**config.mk**
```make
export PLATFORM = sky130hd
export DESIGN_NAME = replace_num_msg_rx
export DESIGN_NICKNAME = d
export VERILOG_FILES = /design/src/rtl/replace_num_msg_rx_pkg.sv /design/src/rtl/replace_num_msg_rx_timer.sv /design/src/rtl/replace_num_msg_rx.sv
export SDC_FILE = /design/constraint.sdc
export NUM_CORES = 1
export LEC_CHECK = 0
export ABC_AREA = 1
export CAP_MARGIN = 15
export CORE_UTILIZATION = 55
export DETAILED_ROUTE_END_ITERATION = 6
export PLACE_DENSITY = 0.79
export SYNTH_ARGS = -nofsm -noshare
export SYNTH_HDL_FRONTEND = slang
export SYNTH_SLANG_ARGS = --single-unit
```
**constraint.sdc**
```tcl
create_clock -name clk -period 2.2 [get_ports clk]
set_input_delay 0.22 -clock clk [delete_from_list [all_inputs] [get_ports clk]]
set_output_delay 0.22 -clock clk [all_outputs]
set_load 0.05 [all_outputs]
```
**src/rtl/replace_num_msg_rx_pkg.sv**
```systemverilog
// +------------------------------------------------------------------+
// | replace_num_msg_rx_pkg : shared REPLACE_NUM message constants     |
// | Rev 1.0                                                           |
// +------------------------------------------------------------------+
`default_nettype none

package replace_num_msg_rx_pkg;

  localparam int unsigned DEF_ADDR_WIDTH     = 8;
  localparam int unsigned DEF_DATA_WIDTH     = 16;
  localparam logic [7:0]  DEF_MSG_ID         = 8'h52;
  localparam int unsigned DEF_TIMEOUT_CYCLES = 100000;

  // Payload bytes carried by one message; the memory decodes the same {addr, data} layout.
  function automatic int unsigned payload_bytes(input int unsigned aw, input int unsigned dw);
    return (aw + dw) / 8;
  endfunction

  function automatic int unsigned cnt_width(input int unsigned n);
    return (n < 2) ? 1 : $clog2(n);
  endfunction

endpackage

`default_nettype wire

```
**src/rtl/replace_num_msg_rx_timer.sv**
```systemverilog
// +------------------------------------------------------------------+
// | replace_num_msg_rx_timer : inter-byte timeout counter             |
// | Rev 1.0                                                           |
// +------------------------------------------------------------------+
`default_nettype none

module replace_num_msg_rx_timer
  import replace_num_msg_rx_pkg::*;
#(
  parameter int unsigned LIMIT = DEF_TIMEOUT_CYCLES
) (
  input  logic clk,
  input  logic n_reset,
  input  logic clear,
  input  logic enable,
  output logic expired
);

  localparam int unsigned     CW   = cnt_width(LIMIT);
  localparam logic [CW-1:0]   LAST = CW'(LIMIT - 1);

  logic [CW-1:0] count_q;
  logic [CW-1:0] count_d;

  // Saturates at LAST so a stalled owner never sees the flag wrap.
  always_comb begin
    count_d = count_q;
    if (clear) begin
      count_d = '0;
    end else if (enable && (count_q != LAST)) begin
      count_d = count_q + 1'b1;
    end
  end

  always_ff @(posedge clk) begin
    if (!n_reset) begin
      count_q <= '0;
    end else begin
      count_q <= count_d;
    end
  end

  assign expired = (count_q == LAST);

endmodule

`default_nettype wire

```
**src/rtl/replace_num_msg_rx.sv**
```systemverilog
// +------------------------------------------------------------------+
// | replace_num_msg_rx : UART REPLACE_NUM parser -> memory write      |
// | Option macro: UART_REPLACE_NUM_CHECKSUM_EN (trailing XOR byte)    |
// | Rev 1.0                                                           |
// +------------------------------------------------------------------+
`default_nettype none

module replace_num_msg_rx
  import replace_num_msg_rx_pkg::*;
#(
  parameter int unsigned ADDR_WIDTH     = DEF_ADDR_WIDTH,
  parameter int unsigned DATA_WIDTH     = DEF_DATA_WIDTH,
  parameter logic [7:0]  MSG_ID         = DEF_MSG_ID,
  parameter int unsigned TIMEOUT_CYCLES = DEF_TIMEOUT_CYCLES
) (
  input  logic                             clk,
  input  logic                             n_reset,
  input  logic [7:0]                       rx_data,
  input  logic                             rx_valid,
  output logic [ADDR_WIDTH+DATA_WIDTH-1:0] wr_packet,
  output logic                             wr_en,
  output logic                             busy,
  output logic                             err
);

  localparam int unsigned   PW       = ADDR_WIDTH + DATA_WIDTH;
  localparam int unsigned   NBYTES   = payload_bytes(ADDR_WIDTH, DATA_WIDTH);
  localparam int unsigned   CW       = cnt_width(NBYTES);
  localparam logic [CW-1:0] LAST_CNT = CW'(NBYTES - 1);

  localparam logic [1:0] IDLE    = 2'd0;
  localparam logic [1:0] PAYLOAD = 2'd1;
  localparam logic [1:0] CHECK   = 2'd2;
  localparam logic [1:0] DONE    = 2'd3;

  logic [1:0]    state_q, state_d;
  logic [CW-1:0] cnt_q, cnt_d;
  logic [PW-1:0] shift_q, shift_d;
  logic [PW-1:0] wr_packet_q, wr_packet_d;
  logic          wr_en_q, wr_en_d;
  logic          err_q, err_d;
  logic [PW-1:0] w_shift_next;
  logic          w_counting;
  logic          w_expired;
  logic          w_timeout;
  logic          w_csum_fail;

  generate
    if (PW > 8) begin : g_shift_wide
      assign w_shift_next = {shift_q[PW-9:0], rx_data};
    end else begin : g_shift_byte
      assign w_shift_next = rx_data;
    end
  endgenerate

  assign w_counting = (state_q == PAYLOAD) || (state_q == CHECK);
  assign w_timeout  = w_counting && !rx_valid && w_expired;

  replace_num_msg_rx_timer #(
    .LIMIT   (TIMEOUT_CYCLES)
  ) u_timer (
    .clk     (clk),
    .n_reset (n_reset),
    .clear   (!w_counting || rx_valid),
    .enable  (w_counting && !rx_valid),
    .expired (w_expired)
  );

`ifdef UART_REPLACE_NUM_CHECKSUM_EN
  logic [7:0] csum_q, csum_d;
  assign w_csum_fail = (state_q == CHECK) && rx_valid && (rx_data != csum_q);

  always_ff @(posedge clk) begin
    if (!n_reset) begin
      csum_q <= '0;
    end else begin
      csum_q <= csum_d;
    end
  end
`else
  assign w_csum_fail = 1'b0;
`endif

  always_ff @(posedge clk) begin
    if (!n_reset) begin
      state_q     <= IDLE;
      cnt_q       <= '0;
      shift_q     <= '0;
      wr_packet_q <= '0;
      wr_en_q     <= 1'b0;
      err_q       <= 1'b0;
    end else begin
      state_q     <= state_d;
      cnt_q       <= cnt_d;
      shift_q     <= shift_d;
      wr_packet_q <= wr_packet_d;
      wr_en_q     <= wr_en_d;
      err_q       <= err_d;
    end
  end

  // Header bytes inside the payload are plain data; only IDLE looks for MSG_ID.
  always_comb begin
    state_d = state_q;
    cnt_d   = cnt_q;
    shift_d = shift_q;
`ifdef UART_REPLACE_NUM_CHECKSUM_EN
    csum_d  = csum_q;
`endif
    case (state_q)
      IDLE: begin
        if (rx_valid && (rx_data == MSG_ID)) begin
          state_d = PAYLOAD;
          cnt_d   = '0;
`ifdef UART_REPLACE_NUM_CHECKSUM_EN
          csum_d  = MSG_ID;
`endif
        end
      end
      PAYLOAD: begin
        if (w_timeout) begin
          state_d = IDLE;
        end else if (rx_valid) begin
          shift_d = w_shift_next;
          cnt_d   = cnt_q + 1'b1;
`ifdef UART_REPLACE_NUM_CHECKSUM_EN
          csum_d  = csum_q ^ rx_data;
          if (cnt_q == LAST_CNT) state_d = CHECK;
`else
          if (cnt_q == LAST_CNT) state_d = DONE;
`endif
        end
      end
      CHECK: begin
`ifdef UART_REPLACE_NUM_CHECKSUM_EN
        if (w_timeout) begin
          state_d = IDLE;
        end else if (rx_valid) begin
          state_d = (rx_data == csum_q) ? DONE : IDLE;
        end
`else
        state_d = IDLE;
`endif
      end
      default: begin
        state_d = IDLE;
      end
    endcase
  end

  // DONE lasts one cycle, so wr_en can never be asserted on back-to-back cycles.
  always_comb begin
    wr_en_d     = (state_q == DONE);
    wr_packet_d = (state_q == DONE) ? shift_q : wr_packet_q;
    err_d       = w_timeout || w_csum_fail;
  end

  assign wr_packet = wr_packet_q;
  assign wr_en     = wr_en_q;
  assign err       = err_q;
  assign busy      = (state_q != IDLE);

endmodule

`default_nettype wire
```
=== Yosys cells after proc, flatten, opt, wreduce, memory -nomap -nowiden ===
Cells that the tools add are included.

* Input bits: 11
* Flip-flop bits (word level): 71
* Logic and storage cells: 47
* Output and inout port bits: 27

* Eq/ne operators: 12
* Multiplexer cells: 9
* Reductions and logical operators: 15
* Bitwise logic cells: 2
* $add $sub $neg: 2

{| class="wikitable"
|+ Operator list
! operator !! count
|-
| 17-bit by 1-bit adder with 17-bit output (second input constant) || 1
|-
| 17-bit equality test (second input constant) || 1
|-
| 17-bit inequality test (second input constant) || 1
|-
| 2-bit 2-to-1 mux || 7
|-
| 8-bit by 7-bit equality test with 1-bit output (second input constant) || 1
|-
| 2-bit case mux with 2 select lines || 2
|-
| 2-bit equality test (second input constant) || 3
|-
| 2-bit inequality test (second input constant) || 3
|-
| 3-bit AND reduction || 2
|-
| 1-bit logical AND || 4
|-
| 4-bit AND reduction || 1
|-
| 2-bit nonzero test || 2
|-
| 3-bit by 2-bit inequality test with 1-bit output (second input constant) || 1
|-
| 3-bit inequality test (second input constant) || 1
|-
| 2-bit by 1-bit adder with 2-bit output (second input constant) || 1
|-
| 2-bit by 1-bit equality test with 1-bit output (second input constant) || 1
|-
| 1-bit zero test || 2
|-
| 2-bit zero test || 1
|-
| 1-bit logical OR || 2
|-
| 1-bit NOT || 2
|-
| 2-bit OR reduction || 1
|}

=== Longest topological paths before layout ===
* Word-level depth: 6
* Gate-level depth with buffers: 10

=== Hierarchy ===
Synthesis repeated with hierarchy kept, for this count alone.

* Cell total of the unflattened synthesis: 401
* Area total of the unflattened synthesis: 2956.6 µm²

{| class="wikitable"
|+ By module, submodules not included
! module !! times used !! cells each !! area each (µm²) !! seq. area each (µm²)
|-
| replace_num_msg_rx || 1 || 259 || 2014.4 || 1081.0
|-
| replace_num_msg_rx_timer || 1 || 142 || 942.2 || 340.3
|}

=== Worst setup path before layout ===
OpenSTA, ideal clock, no wires.

* Kind: reg2reg
* Start: register state_q[0]
* End: register u_timer.count_q[13]
* Clock period less this slack: 1564 ps
* Data required time: 2130 ps
* Cell stages (with the launch flop): 10
* Arrival: 1494 ps
* Slack: 636 ps
* Cells stage by stage: dfxtp_1 -> inv_1 -> ha_1 -> inv_1 -> nor2_4 -> inv_1 -> nor2_2 -> inv_1 -> buf_2 -> a21oi_1

* Cells in the longest elaborated chain, start to end: 5
* Elaborated cells between the ends (all ways): 8
* Those cells by class: eq/ne (2); reduce/logical (6)

{| class="wikitable"
|+ Ends and longest elaborated chain
! what !! RTL line !! text
|-
| from (decl) || replace_num_msg_rx.sv:36 || <nowiki>logic [1:0] state_q, state_d;</nowiki>
|-
| from (signal assigned) || replace_num_msg_rx.sv:93 || <nowiki>state_q <= state_d;</nowiki>
|-
| 2-bit by 1-bit equality test with 1-bit output / 2-bit equality test (equally long branches) || replace_num_msg_rx.sv:56 || <nowiki>assign w_counting = (state_q == PAYLOAD) || (state_q == CHECK);</nowiki>
|-
| 1-bit logical OR (*) || replace_num_msg_rx.sv:56 ||
|-
| 1-bit zero test || replace_num_msg_rx.sv:64 || <nowiki>.clear (!w_counting || rx_valid),</nowiki>
|-
| 1-bit logical OR || replace_num_msg_rx.sv:64 ||
|-
| 2-bit OR reduction (no source line) || n/a ||
|-
| to (signal assigned) || replace_num_msg_rx_timer.sv:39 || <nowiki>count_q <= count_d;</nowiki>
|-
| to (decl) || replace_num_msg_rx_timer.sv:22 || <nowiki>logic [CW-1:0] count_q;</nowiki>
|}

Mark *: on every way between the ends. The rest lies on a longest branch, timed or not.
A chain may end at the register's enable or synchronous reset.

=== Final worst setup path ===
* Start: register state_q[0]
* End: register u_timer.count_q[8]

Same word-level chain as after synthesis.

==> summary.txt <==
DR iter-0 viols - 237
CTS tree - yes
First-pass GRT wire length - 11400 um
Post-Syn Area per Cell - 7.24 um2
Status - finished, final reports clean
Hold wc startpoint - rx_data[3]
Area grow syn2layout - 19.1%
Synth area leaders - dfxtp_1 (46%), nor2_1 (13%), o21ai_0 (8.5%)
Synthesized area - 3070 um2
Setup TNS - 0 ns
Grt total ovfl - 0
Cts bufs inserted - 9
RSZ-0062 raised after global routing - no
H-tree depth - 3
Worst hold path stage count - 3
Synth Warn # - 0
Die area - 5880 um2
Worst setup SP type - register
Clock skew - 0.00656 ns
Longest Clk Path Bufs - 2
Fmax - 0.537 GHz
Critical path data arrival time - 2.10 ns
CP endpoint kind - register
Min Clock Period, post-route - 1.86 ns
Top cell type's share of synthesized area - 46.3%
Port Buffer Count - 37
Peak supply drop - 0.819 mV
Clock sink count - 71
Most frequent cells in the layout - nor2_1 (105), dfxtp_1 (71), nand2_1 (63)
Register bit total from synthesis - 71
Launch point of the worst reg-to-reg path - state_q[0]
Ports - 38
Root buf cell - clkbuf_8
Routed wire length per instance - 12.2 um
Initial antenna violation count - 0
Yosys top cell by area - dfxtp_1
Placer Congestion - 0.907
Tcrit/Tclk final - 84.6%
Overall power - 0.00347 W
Fin. max-slew vios - 0
Post-CTS Setup Inserts - 0
Hold Path Class - primary input to register
Final core utilization - 69.8%
Nets - 476
Clock Latency Late Sink - 0.34 ns
Leakage power - 1.48 nW
Num rows - 26
Via count of the first global-routing pass - 2544
Placed cells - 519
Ant. Diodes - 0
Number of vias per cell - 5.08
Max cap viols - 0
Least-Margin Pin Slew - 0.718 ns
Drt pass-1 iters - 4
Largest net degree at the start of global routing - 53
Die span in x - 76.7 um
Core ar. - 5240 um2
CP Max Fanout - 18
Hold Fails Final Rpt - 0
Final non-filler cell total - 535
Die H - 76.7 um
Via count - 2717
Worst R2R Path Depth - 9
CP startpoint - state_q[0]
Dpl hpwl - 4410 um
Worst Path Required - 2.44 ns
Mapped Nets - 440
DRT antenna net count - 0
Final Setup Violations - 0
Total GRT Usage - 24.5%
Power Density - 949 nW/um2
Max-slew headroom at the worst pin - 52.1%
Initial core utilization - 58.6%
Worst-path clk slew - 0.07 ns
Leading cell type in the layout, fill and taps excluded - nor2_1
Register area share after synthesis - 46.3%
Share of layout cells above drive strength 1 - 9.68%
Routed WL - 6530 um
Kind of critical path - register to register
Library cells used by synthesis - 26
Post-synthesis cell count - 424
# DRC - 0
==> final timing paths <==
kind	end	slack, ns
min	shift_q[3]	0.44
max reg2reg	u_timer.count_q[8]	0.34
max	u_timer.count_q[8]	0.34
min reg2reg	u_timer.count_q[14]	0.48
==> critical path: stages (launching register included) <==
cell	delay (ns)
dfxtp_1	0.37
inv_1	0.07
ha_1	0.28
inv_1	0.06
nor2_4	0.15
inv_1	0.11
nor2_4	0.36
nand3_1	0.14
o21ai_0	0.17
nor2_1	0.05
==> per-layer routing <==
layer,track usage (%),share of wire [%],vias to the layer above
met5,0,0,-
met4,6.73,0.87,0
met3,7.38,4.9,7
met2,40.2,47,75
met1,31.1,48,1217
li1,-,-,1418
==> flip-flops by register name, indices dropped and copies added (netlist names) <==
signal / cells
u_timer.count_q: 17
shift_q: 24
wr_en: 1
cnt_q: 2
wr_packet: 24
state_q: 2
err: 1
==> kinds of logic (layout without fill, tap and decap cells) <==
group / Yosys count / in the layout / synth area share, %
and+or+nand+nor: 208 / 208 / 28.7
AOI/OAI and AO/OA: 82 / 82 / 14.6
DFF: 71 / 71 / 46.3
buffers and inverters: 55 / 96 / 7.46
adders and majority gates: 5 / 5 / 2.04
xor gates and xnor gates: 3 / 3 / 0.856
==> repair_timing <==
item,in CTS,in global routing
setup endpoints to repair,0,1
hold buffers,0,0
resized for setup,0,1
==> cell type report <==
cell class | count | area [um2]
inverter | 38 | 143
fill | 455 | 1580
clock inverter | 6 | 36.3
multi-input combinational | 298 | 1420
clock buffer | 10 | 138
tap | 70 | 87.6
sequential | 71 | 1420
timing repair buffer | 42 | 410
==> Yosys cell counts <==
| cell type | number |
|---|---|
| buf_2 | 2 |
| nor3_1 | 8 |
| nor3b_1 | 1 |
| o21ai_0 | 52 |
| buf_12 | 1 |
| nor2_4 | 3 |
| nand2_4 | 1 |
| a21oi_2 | 9 |
| a21oi_1 | 17 |
| nand2_1 | 63 |
| nand3_1 | 14 |
| nor2_1 | 105 |
| ha_1 | 5 |
| nor3b_2 | 1 |
| o21ai_1 | 3 |
| nand2_2 | 6 |
| xor2_1 | 3 |
| clkbuf_1 | 13 |
| inv_2 | 1 |
| o21ai_2 | 1 |
| buf_4 | 1 |
| nand3b_1 | 1 |
| dfxtp_1 | 71 |
| nor2_2 | 2 |
| inv_1 | 37 |
| nand4_1 | 3 |
==> where the power goes <==
group / internal (W) / switching, W
combinational: 0.000328 / 0.000708
clock: 0.000433 / 0.000483
sequential: 0.00143 / 0.0000879
total: 0.00219 / 0.00128
==> per-stage QoR <==
stage	hold WS, ns	worst slack, ns	instance area (um2)
floorplan	0.358	0.636	3070
CTS	0.426	0.0601	3650
finish	0.438	0.339	3650
detailed placement	0.465	0.313	3480
global route	0.451	0.240	3650
global placement	0.462	0.340	3480
No activity file was read; power rests on OpenSTA's default activity.
==> RTL change 1 (same flow settings) <==
`shift_q` no longer has a reset.
--- a/src/rtl/replace_num_msg_rx.sv
+++ b/src/rtl/replace_num_msg_rx.sv
@@ -87,3 +87,2 @@
       cnt_q       <= '0;
-      shift_q     <= '0;
       wr_packet_q <= '0;
@@ -94,3 +93,2 @@
       cnt_q       <= cnt_d;
-      shift_q     <= shift_d;
       wr_packet_q <= wr_packet_d;
@@ -99,2 +97,6 @@
     end
+  end
+
+  always_ff @(posedge clk) begin
+    shift_q <= shift_d;
   end
Check against the original RTL: no difference found for any inputs over 10 cycles, from zero or initial values and one cycle with n_reset low; that may be too few to reach the edited logic, so the function may still have changed.
==> RTL change 1 against the unedited design <==
  * Synthesized cell count shrank 20%
  * Area after synthesis fell by 4.2%
  * Global-route usage decreased by 1.6 points
  * Combinational power is 16% lower
  * Routed wire length shrank 10%
  * Power increased by 6.0%
  * Critical path depth decreased by 5
  * Worst setup slack got worse by 0.22 ns
  * Final area is 1.2% lower
  * Non-clock buffer count decreased by 2
  * Sequential cell count stayed put
  * Largest power group unchanged
  * Fmax fell by 11%
==> RTL change 1: results (changes against the unedited design) <==
status=finished, final reports clean; amount of wire on met3 after detailed routing=245 um (-23%); headroom to the max-slew limit=52.0% (-0.15 points); startpoint-to-endpoint class of the critical path=flip-flop to output pin; top post-synthesis cells by area=sky130_fd_sc_hd__dfxtp_1, sky130_fd_sc_hd__edfxtp_1, sky130_fd_sc_hd__nor2_1; routed vias=2325 (-14%); syn nets=355 (-19%); net switching power of the design=0.00115 W (-9.8%); Hold Path Cell Cnt=0 (-3); final cycle utilization of the critical path=94.8% (+10 points); Routed Wire Length=5850 um (-10%); end of the critical path=busy; Filler cells=421 (-7.5%); Hold WC Path Type=flip-flop to flip-flop; clock skew=0.00782 ns (+0.00126 ns); Distinct cells, synth=30 (+15%); Power Density=1020 nW/um2 (+7.2%); Hold WS=0.451 ns (+0.0130 ns); number of nets in the final layout=396 (-17%); Area after DPL=3370 um2 (-3.2%); CP delay by family, top=buffers and inverters; number of design-rule violations left by the first detailed-router iteration=110 (-54%); Reg2Reg Launch Point=state_q[1]$_SDFFE_PN0P_; Static Leak=1.39 nW (-5.8%); origin of the worst min-delay path=shift_q[1]$_DFFE_PP_; worst setup slack after placement=0.371 ns (+0.0580 ns); setup slack of the most critical reg-to-reg path=0.43 ns (+0.09 ns); number of instances in the placed design=439 (-15%); average size of a mapped cell=8.68 um2 (+20%); Clk. pwr=0.00125 W (+36%); maximum number of pins on one net before global-route repair=30 (-43%); number of enable flip-flop cells after synthesis=24 (+24)
==> RTL change 1: cell count changes in the layout (fill, tap and decap cells not counted), sizes merged, moves of 11 or more <==
cell    unedited run  this run
dfxtp             71        47
nor2             110        78
edfxtp             0        24
o21ai             56        35
a21oi             26        15
nand2             70        52
==> RTL change 1: cell type report <==
class / count / area [um2] / share of cell area [%]
Clock inverter: 6 / 116 / 3.22
Sequential cell: 71 / 1660 / 46.0
Tap cell: 70 / 87.6 / 2.42
Timing Repair Buffer: 40 / 393 / 10.9
Clock buffer: 10 / 128 / 3.53
Inverter: 37 / 141 / 3.91
Multi-Input combinational cell: 221 / 1080 / 30.0
==> RTL change 1: worst reg2reg max path, cell delays in order, from the launching register on <==
cell                      delay [ns]
sky130_fd_sc_hd__dfxtp_1        0.34
sky130_fd_sc_hd__inv_1          0.08
sky130_fd_sc_hd__ha_1           0.28
sky130_fd_sc_hd__inv_1          0.06
sky130_fd_sc_hd__nor2_4         0.18
sky130_fd_sc_hd__inv_2          0.07
sky130_fd_sc_hd__nor2_4         0.17
sky130_fd_sc_hd__inv_1          0.22
sky130_fd_sc_hd__nor2_1         0.20
sky130_fd_sc_hd__o21ai_2        0.08
sky130_fd_sc_hd__inv_2          0.05
==> RTL change 1: cells by family (layout without fill, tap and decap cells) <==
group	after synthesis	in the layout	synth area share [%]
AO/OA/AOI/OAI	51	51	8.89
flip-flops	71	71	56.5
XOR/XNOR	5	5	1.49
buffers and inverters	47	93	6.64
adder cells (fa/ha/maj)	5	5	2.13
AND/OR/NAND/NOR	160	160	24.4
==> RTL change 1: routing by layer <==
metal	global-route usage, %	vias to the layer above
met5	0	-
met4	12.6	0
met3	4.95	14
met2	35.0	67
met1	30.4	1070
li1	-	1174
==> RTL change 2 (config.mk and constraints unchanged) <==
Without the edit above. The option `UART_REPLACE_NUM_CHECKSUM_EN` is turned on by a define.
--- a/src/rtl/replace_num_msg_rx.sv
+++ b/src/rtl/replace_num_msg_rx.sv
@@ -6,2 +6,4 @@
 `default_nettype none
+
+`define UART_REPLACE_NUM_CHECKSUM_EN
 
Function: changed (a bounded check fails within 10 cycles, from zero or initial values and one cycle with n_reset low).
==> RTL change 2 against the unedited design <==
  * Synthesized cell count increased by 13%
  * Sequential cell count increased by 8
  * Worst setup slack improved by 0.075 ns
  * Area after synthesis is 11% higher
  * Final area up 10%
  * Routed wire length increased by 11%
  * Power increased by 18%
==> RTL change 2: results (changes against the unedited design) <==
met1 routing resource usage after global routing=29.5% (-1.6 points); fmax=560 MHz (+4.2%); WL/cell=12.2 um (+0.15%); worst setup slack after placement=0.216 ns (-0.0975 ns); final standard cell count with taps included and fillers excluded=594 (+11%); number of design-rule violations left by the first detailed-router iteration=202 (-15%); max incr delay on CP=0.43 ns (+0.06 ns); Least-Margin Pin Slew=0.507 ns (-0.211 ns); parity-gate share of the synthesized area counting xor and xnor cells=1.03% (+0.17 points); CTS clk-pin slew, worst paths=0.08 ns; average size of a mapped cell=7.13 um2 (-1.6%); amount of wire on met3 after detailed routing=264 um (-17%); worst voltage drop across the vdd grid=0.000575 V (-30%); diode count=0 (unchanged); fraction of registers with async set/reset=0% (unchanged); syn nets=495 (+13%); Hold WC Path Type=flip-flop to flip-flop; routed length on met2=3460 um (+13%); dpl hpwl=5070 um (+15%); setup slack of the most critical reg-to-reg path=0.43 ns (+0.09 ns); status=finished, final reports clean; data arrival time at the worst-slack endpoint=1.57 ns (-0.53 ns); Resized cells post-CTS=0 (unchanged); proportion of layout cells with a drive suffix above 1=7.51% (-2.2 points); first-pass GRT wire length=12100 um (+5.6%); maximum number of pins on one net before global-route repair=57 (+7.5%); crit path max-delay cell type=sky130_fd_sc_hd__dlymetal6s2s_1; insertion delay of the later-clocked pin in the worst-skew pair=0.36 ns (+0.02 ns); Root Driver=sky130_fd_sc_hd__clkbuf_8; Static Leak=1.63 nW (+10%); compound-cell area share of the yosys netlist=14.9% (+0.28 points); routed metal-1 wire length=3390 um (+9.0%); Distinct cells, synth=23 (-12%); first drt pass iteration count=4 (unchanged); number of instances in the placed design=578 (+11%); number of enable flip-flop cells after synthesis=0 (unchanged); adder and majority gate portion of the synthesized area=2.20% (+0.17 points); overall routing resource usage=24.2% (-0.26 points); Global Route met2 Usage=39.5% (-0.69 points); Seq/Total Area, Yosys=46.4% (+0.13 points); top metal layer carrying routed signals=met4; number of global-route vias before repair=2801 (+10%); top post-synthesis cells by area=sky130_fd_sc_hd__dfxtp_1, sky130_fd_sc_hd__nor2_1, sky130_fd_sc_hd__o21ai_0; final RePlAce weighted congestion=0.970 (+6.9%); CP delay by family, top=buffers and inverters; top cell types by occurrence after synthesis=sky130_fd_sc_hd__nor2_1, sky130_fd_sc_hd__dfxtp_1, sky130_fd_sc_hd__nand2_1, sky130_fd_sc_hd__o21ai_0, sky130_fd_sc_hd__inv_1; peak fanout along the critical path=3 (-15); Area after DPL=3820 um2 (+10%); via count normalized by instance count=5.15 (+1.5%); number of nets in the final layout=531 (+12%); clock skew=0.0109 ns (+0.00434 ns); global routing usage on met3=5.34% (-2.0 points); Filler cells=471 (+3.5%)
-- RTL change 2: cell count changes after synthesis, sizes merged, moves of 3 or more --
cell,change
a21oi,+9
buf,+4
clkbuf,-3
dfxtp,+8
inv,+11
nand2,+5
nand3,+6
nand4,+3
o21ai,+8
-- RTL change 2: kinds of logic (layout without fill, tap and decap cells) --
group / count (synthesis) / count (layout)
AOI/OAI and AO/OA: 100 / 100
xor gates and xnor gates: 4 / 4
adders and majority gates: 6 / 6
buffers and inverters: 68 / 109
DFF: 79 / 79
and+or+nand+nor: 221 / 221
-- RTL change 2: area by class of cell --
cell class	instances	area [um2]	area share, %
multi-input combinational	331	1550	38.3
tap	75	93.8	2.33
clock inverter	7	83.8	2.08
inverter	50	188	4.65
timing repair buffer	43	418	10.4
sequential	79	1580	39.2
clock buffer	9	124	3.07
-- RTL change 2: path summary, 6_finish.rpt --
path | cells past startpoint | to | from
worst max-delay path | 4 | busy | state_q[0]$_SDFFE_PN0P_
worst min register to register | 2 | u_timer.count_q[2]$_SDFFE_PP0P_ | u_timer.count_q[2]$_SDFFE_PP0P_
worst min-delay path | 2 | u_timer.count_q[2]$_SDFFE_PP0P_ | u_timer.count_q[2]$_SDFFE_PP0P_
worst max register to register | 9 | u_timer.count_q[8]$_SDFFE_PP0P_ | state_q[0]$_SDFFE_PN0P_
-- RTL change 2: per-stage QoR --
stage / total power, W / hold WS [ns]
after global routing: 0.00436 / 0.503
after floorplan: 0.00270 / 0.368
after global placement: 0.00297 / 0.464
final: 0.00411 / 0.480
after CTS: 0.00414 / 0.487
after detailed placement: 0.00301 / 0.473
-- RTL change 2: power by group --
part	internal [W]	switching, W	leakage, nW
logic	0.000394	0.000853	0.884
registers	0.00162	0.000119	0.640
clock network	0.000548	0.000580	0.103
